**config.mk**
```make
export PLATFORM = sky130hd
export DESIGN_NAME = uart_tx
export DESIGN_NICKNAME = d
export VERILOG_FILES = /design/src/rtl/uart_tx.sv
export SDC_FILE = /design/constraint.sdc
export NUM_CORES = 1
export LEC_CHECK = 0
export ABC_CLOCK_PERIOD_IN_PS = 2000
export BUFFER_PORTS_ARGS = -buffer_cell sky130_fd_sc_hd__buf_2
export CAP_MARGIN = 20
export CORE_ASPECT_RATIO = 1.1
export CORE_MARGIN = 3
export CORE_UTILIZATION = 53
export DETAILED_ROUTE_END_ITERATION = 8
export PLACE_DENSITY_LB_ADDON = 0.05
export SYNTH_ARGS = -nofsm -noshare
export SYNTH_HDL_FRONTEND = slang
export SYNTH_SLANG_ARGS = --single-unit
```
**constraint.sdc**
```tcl
create_clock -name clk -period 2 [get_ports clk]
set_input_delay 0.1 -clock clk [delete_from_list [all_inputs] [get_ports clk]]
set_output_delay 0.1 -clock clk [all_outputs]
set_load 0.1 [all_outputs]
```
**src/rtl/uart_tx.sv**
```systemverilog
// Memory-mapped UART transmitter: start bit, 8 data bits LSB first, optional even parity, stop bit.
// Define UART_TX_PARITY_EN to insert the even-parity bit (11-bit frame instead of 8N1).
module uart_tx #(
  parameter int CLK_HZ = 33333333,
  parameter int BAUD   = 115200
) (
  input  logic        clk,
  input  logic        reset,
  input  logic        load,
  input  logic [15:0] in,
  output logic [15:0] out,
  output logic        tx
);

  localparam int DIV = CLK_HZ / BAUD;
  localparam int CW  = (DIV > 2) ? $clog2(DIV) : 1;

  typedef enum logic [2:0] {
    IDLE   = 3'd0,
    START  = 3'd1,
    DATA   = 3'd2,
    PARITY = 3'd3,
    STOP   = 3'd4
  } state_e;

  state_e        state_q;
  logic [CW-1:0] baud_q;
  logic [2:0]    bit_q;
  logic [7:0]    shift_q;
  logic          tx_q;
  logic          busy_q;
  logic          bit_end;
`ifdef UART_TX_PARITY_EN
  logic          par_q;
`endif

  // The high byte of the write data carries no meaning for the transmitter.
  logic unused_in;
  assign unused_in = ^in[15:8];

  assign bit_end = (baud_q == CW'(DIV - 1));

  always_ff @(posedge clk) begin
    if (reset) begin
      state_q <= IDLE;
      baud_q  <= '0;
      bit_q   <= '0;
      shift_q <= '0;
      tx_q    <= 1'b1;
      busy_q  <= 1'b0;
`ifdef UART_TX_PARITY_EN
      par_q   <= 1'b0;
`endif
    end else begin
      case (state_q)
        IDLE: begin
          baud_q <= '0;
          bit_q  <= '0;
          tx_q   <= 1'b1;
          if (load) begin
            shift_q <= in[7:0];
`ifdef UART_TX_PARITY_EN
            par_q   <= ^in[7:0];
`endif
            tx_q    <= 1'b0;
            busy_q  <= 1'b1;
            state_q <= START;
          end
        end
        START: begin
          if (bit_end) begin
            baud_q  <= '0;
            tx_q    <= shift_q[0];
            state_q <= DATA;
          end else begin
            baud_q <= baud_q + CW'(1);
          end
        end
        DATA: begin
          if (bit_end) begin
            baud_q <= '0;
            if (bit_q == 3'd7) begin
              bit_q <= '0;
`ifdef UART_TX_PARITY_EN
              tx_q    <= par_q;
              state_q <= PARITY;
`else
              tx_q    <= 1'b1;
              state_q <= STOP;
`endif
            end else begin
              // Next bit is already sitting at shift_q[1]; drive it as we shift.
              bit_q   <= bit_q + 3'd1;
              shift_q <= {1'b0, shift_q[7:1]};
              tx_q    <= shift_q[1];
            end
          end else begin
            baud_q <= baud_q + CW'(1);
          end
        end
        PARITY: begin
          if (bit_end) begin
            baud_q  <= '0;
            tx_q    <= 1'b1;
            state_q <= STOP;
          end else begin
            baud_q <= baud_q + CW'(1);
          end
        end
        STOP: begin
          if (bit_end) begin
            baud_q  <= '0;
            busy_q  <= 1'b0;
            state_q <= IDLE;
          end else begin
            baud_q <= baud_q + CW'(1);
          end
        end
        default: begin
          state_q <= IDLE;
          baud_q  <= '0;
          tx_q    <= 1'b1;
          busy_q  <= 1'b0;
        end
      endcase
    end
  end

  assign tx  = tx_q;
  assign out = {busy_q, 15'b0};

endmodule

```
==> flow_summary.ini, run 1 <==
[global_routing]
grt_pass1_wl_mm = 3.960
grt_usage_pct = 14.48
grt_pass1_vias = 944
grt_max_degree = 20
globalRouteOverflowTotal = 0
grt_antenna_before_repair = 0

[clocking]
clk_latency_ns = 0.32
cts_buffers = 3
clock_sinks = 25
cts_htree_levels = 1
tritoncts = built
path_clk_slew_ns = 0.15
cts_root_buf = clkbuf_4
cts_buffer_depth = 2
cts_setup_buffers = 0

[timing]
max_freq_mhz = 578.7
grt_setup_unrepaired = false
layout_setup_ws_ns = 0.2719
timing.final.crit_period_ns = 1.728
hold_viol = 0
fin_tns_setup_ns = 0
finClkSkew_ns = 0.005300
drv_slew = 0
finalCritPeriodShare_pct = 86.40
setup_viol = 0

[synthesis]
synthCells = 158
synth_edf_count = 0
yosysSeqAreaShare_pct = 33.53
synthArstFlopShare_pct = 0
ys_types = 42
ys_top_cells_by_count = dfxtp_1 (25), buf_4 (16), a21oi_1 (14)
ys_ff_latch = 25
netlist.area_leader.share_pct = 33.53
yosysMostFrequentCell = dfxtp_1
yosys-top-cells-area = dfxtp_1 (34%), buf_4 (8.0%), a211oi_2 (5.9%)
syn_area_sq_mm = 0.001493
synth.avg_cell_area_sq_um = 9.447
synth-main-ff-cell = dfxtp_1
yosysWarningCount = 0
yosysTopAreaCell = dfxtp_1

[pwr]
peakVddDrop_mv = 0.6051
p_leak_nw = 0.5747
power.density_cell_area_mw_per_mm2 = 669.1

[setup_path]
cp_max_fo = 9
r2r-start = baud_q[1]
worstSetupStartpointType = register
worst-setup-path-type = reg2reg
arrival_ns = 2.00
cp.required_ns = 2.28
worstSetupEndpointType = register
cp-startpoint = baud_q[1]

[route]
drcViolationCount = 0
viasPerCell = 5.272
wirelength_mm = 2.537
drt_first_pass_iters = 4
ant_nets = 0
wire_per_inst_microns = 12.56
num_vias = 1065
dr.first_iter.drc_count = 16

[die]
die_h_microns = 61.66
initial_core_util_pct = 57.61
coreArea_sq_mm = 0.002591
dieArea_sq_mm = 0.003490
fp.dieW_microns = 56.60
ios = 36
std_cell_rows = 19

[placement]
place_ws_ns = 0.2920
hpwlAfterDp_mm = 1.876
gp_congestion = 0.7407
io_buffers = 12

[status]
status = completed

[worst_hold_path]
min_path_type = in2reg
min_from = in[6]

[final_layout]
nets = 195
syn_to_final_growth_pct = 4.023
antenna_cells = 0
drive_above_1_share_pct = 25.73

[run]
drv_cap = 0
area by class of cell:
type                       count  area, sq um
fill                         229         1039
multi-input combinational    118        849.6
sequential                    25        500.5
timing repair buffer          19        115.1
tap                           31        38.79
clock buffer                   3        22.52
inverter                       5        18.77
clock inverter                 1        7.507
layout by cell type, fill, tap and decap left out, types with 5 or more instances in the layout:
master and count:
a211oi_2 7, a21oi_1 14, buf_2 12, buf_4 6
conb_1 15, dfxtp_1 25, inv_1 5, mux2i_1 7
nand3_1 5, nor2_1 11, nor2_4 7
flip-flops by register name, indices dropped and copies added, names as in the netlist:
register / flops
tx: 1
shift_q: 8
bit_q: 3
state_q: 3
busy_q: 1
baud_q: 9
critical path: stages (launching register included):
cell and delay, ns:
dfxtp_1 0.39, inv_1 0.06, ha_1 0.18, and4bb_4 0.23, and2_4 0.16, or3_1 0.34, buf_4 0.22, nor2_4 0.11
report_power, final:
part / switching [W] / internal [W]
clock network: 0.000161 / 0.0000765
registers: 0.0000139 / 0.000519
logic: 0.000215 / 0.0000533
total: 0.000390 / 0.000649
logic make-up after synthesis:
| family | Yosys count | share of synthesized area [%] |
|---|---|---|
| fa+ha+maj | 4 | 3.353 |
| other cells | 1 | 0.2512 |
| buf+inv | 29 | 13.08 |
| compound gates | 35 | 17.60 |
| simple gates | 49 | 22.80 |
| mux | 7 | 4.694 |
| xor+xnor | 8 | 4.694 |
| flops | 25 | 33.53 |
worst paths after layout:
check / end / slack [ns] / cells after the start
setup / recovery: baud_q[2] / 0.27 / 7
hold / removal: shift_q[6] / 0.13 / 3
setup reg to reg: baud_q[2] / 0.27 / 7
hold reg to reg: bit_q[1] / 0.49 / 2
through the flow:
stage / util [%] / total power (W) / std cells / hold WS, ns / cell area, sq um
after CTS: 59.92 / 0.001051 / 202 / 0.1162 / 1553
after floorplan: - / 0.0008043 / 172 / 0.2360 / 1545
after global placement: 58.38 / 0.0008072 / 197 / 0.3445 / 1513
after global routing: 59.92 / 0.001078 / 202 / 0.1382 / 1553
after detailed placement: 58.38 / 0.0008115 / 197 / 0.3515 / 1513
final: 59.92 / 0.001039 / 202 / 0.1286 / 1553
per-layer routing:
metal,track usage [%],wire (microns)
met3,2.516,102
met5,0,0
met4,7.797,32
met1,16.98,1064
met2,25.58,1338
what timing repair did:
action                                 CTS  global route
resized for setup                        0             0
hold buffers                             1             0
endpoints found under the hold margin    1             0
Power figures use the tool's default switching activity.
==> run 2, diff against run 1 <==
- GPL_TIMING_DRIVEN: unset -> 0
==> run 2 against run 1 <==
  * Total power increased by 3.5%
  * Combinational power increased by 10%
  * Utilization grew 4.9 points
  * Clock power grew 5%
  * Register-to-register slack got worse by 0.09 ns
  * Global-route usage up 1.7 points
  * Critical endpoint is now shift_q[4]
==> flow_summary.ini, run 2 (synthesis gave the netlist of run 1 again) <==
[route]
viasPerCell = 5.174
dr.first_iter.drc_count = 28
wire_per_inst_microns = 11.74
drt_first_pass_iters = 4
num_vias = 1133
wirelength_mm = 2.572
ant_nets = 0
drcViolationCount = 0

[global_routing]
grt_pass1_wl_mm = 4.374
grt_antenna_before_repair = 0
grt_pass1_vias = 1025
globalRouteOverflowTotal = 0
grt_usage_pct = 16.20
grt_max_degree = 17

[worst_hold_path]
min_to = shift_q[6]
min_path_type = in2reg
hold_depth = 3
min_from = in[6]

[final_layout]
antenna_cells = 0
largest_register_ffs = 9
largest_register = baud_q
top_regs = baud_q (9), shift_q (8)
syn_to_final_growth_pct = 12.57
nets = 212
drive_above_1_share_pct = 31.38
layout_commonest_cell = dfxtp_1
stdcell_area_sq_mm = 0.001680
final_cell_mix = dfxtp_1 (25), buf_4 (16), conb_1 (15), buf_2 (14), a21oi_1 (14)

[timing]
grt_setup_unrepaired = false
hold_viol = 0
drv_slew = 0
finalCritPeriodShare_pct = 90.81
setup_viol = 0
tightestPinTransition_ns = 0.6362
timing.final.crit_period_ns = 1.816
max_freq_mhz = 550.6
finClkSkew_ns = 0.005369
fin_tns_setup_ns = 0
slew_headroom_pct = 57.43

[die]
die_h_microns = 61.66
coreArea_sq_mm = 0.002591
dieArea_sq_mm = 0.003490
ios = 36
fp.dieW_microns = 56.60
std_cell_rows = 19
initial_core_util_pct = 57.61

[setup_path]
cp.required_ns = 2.26
cp_max_fo = 8
r2r-start = baud_q[0]
worstSetupStartpointType = register
r2r_slack_ns = 0.18
worst-setup-path-type = reg2reg
worst-r2r-cell-count = 7
reg2reg_to = shift_q[4]
cp-startpoint = baud_q[0]
worstSetupEndpointType = register
arrival_ns = 2.08

[placement]
hpwlAfterDp_mm = 1.962
io_buffers = 11
placed_cell_area_sq_mm = 0.001639
gp_congestion = 0.7859

[clocking]
path_clk_slew_ns = 0.15
cts_root_buf = clkbuf_4
clk_latency_ns = 0.33
cts_buffers = 3
clock_sinks = 25
tritoncts = built
cts_htree_levels = 1
cts_buffer_depth = 2

[status]
status = completed

[run]
drv_cap = 0

[pwr]
peakVddDrop_mv = 0.5122
p_leak_nw = 0.6690
power.density_cell_area_mw_per_mm2 = 639.6
run 2: changes by cell type in the layout (fill, tap and decap cells not counted):
cell / previous run / this run
buf_2: 12 / 14
buf_6: 0 / 3
inv_6: 0 / 1
clkinvlp_4: 1 / 0
buf_4: 6 / 16
clkbuf_1: 0 / 2
run 2: worst max-delay path: stages (launching register included):
cell and delay (ns):
dfxtp_1 0.45, inv_1 0.07, ha_1 0.19, and4bb_4 0.23, a41o_2 0.33, and2_4 0.18
buf_6 0.13, a211oi_2 0.18
run 2: how the worst max path moves through the flow:
| stage | end | depth (start not counted) |
|---|---|---|
| 3_5_place_dp | shift_q[4] | 7 |
| 3_3_place_gp | shift_q[5] | 7 |
| 2_1_floorplan | shift_q[0] | 7 |
| 6_report | shift_q[4] | 7 |
| 4_1_cts | shift_q[4] | 7 |
| 5_1_grt | shift_q[5] | 7 |
run 2: timing repair:
item | in CTS | in global routing
gates resized for setup | 0 | 0
hold buffers | 1 | 0
setup buffers | 0 | 0
hold endpoints to repair | 1 | 0
run 2: where the power goes:
part / switching [W] / internal (W) / total, W
clock network: 0.000167 / 0.0000816 / 0.000249
logic: 0.000220 / 0.0000745 / 0.000295
registers: 0.0000115 / 0.000519 / 0.000531
total: 0.000399 / 0.000675 / 0.00107
run 2: layout make-up:
type | instances | area [sq um]
inverter | 5 | 18.77
multi-input combinational | 118 | 849.6
sequential | 25 | 500.5
timing repair buffer | 12 | 65.06
buffer | 24 | 176.4
clock inverter | 1 | 8.758
tap | 31 | 38.79
fill | 223 | 910.9
clock buffer | 3 | 22.52
run 2: per-stage QoR:
step | util (%) | setup WS [ns] | total power (W) | cells | hold slack, ns
4_1_cts | 64.85 | 0.1944 | 0.001087 | 219 | 0.1008
6_report | 64.85 | 0.1838 | 0.001075 | 219 | 0.1167
5_1_grt | 64.85 | 0.1059 | 0.001122 | 219 | 0.1008
2_1_floorplan | - | 0.3466 | 0.0008043 | 172 | 0.2360
3_3_place_gp | 63.25 | 0.2454 | 0.0008314 | 214 | 0.3444
3_5_place_dp | 63.25 | 0.2050 | 0.0008354 | 214 | 0.3677
run 2: metal layers:
layer | GRT usage (%) | wire [microns] | vias to the layer above
met5 | 0 | 0 | -
met4 | 4.407 | 36 | 0
met3 | 5.241 | 123 | 4
met2 | 31.35 | 1372 | 24
met1 | 17.03 | 1040 | 524
li1 | - | - | 581
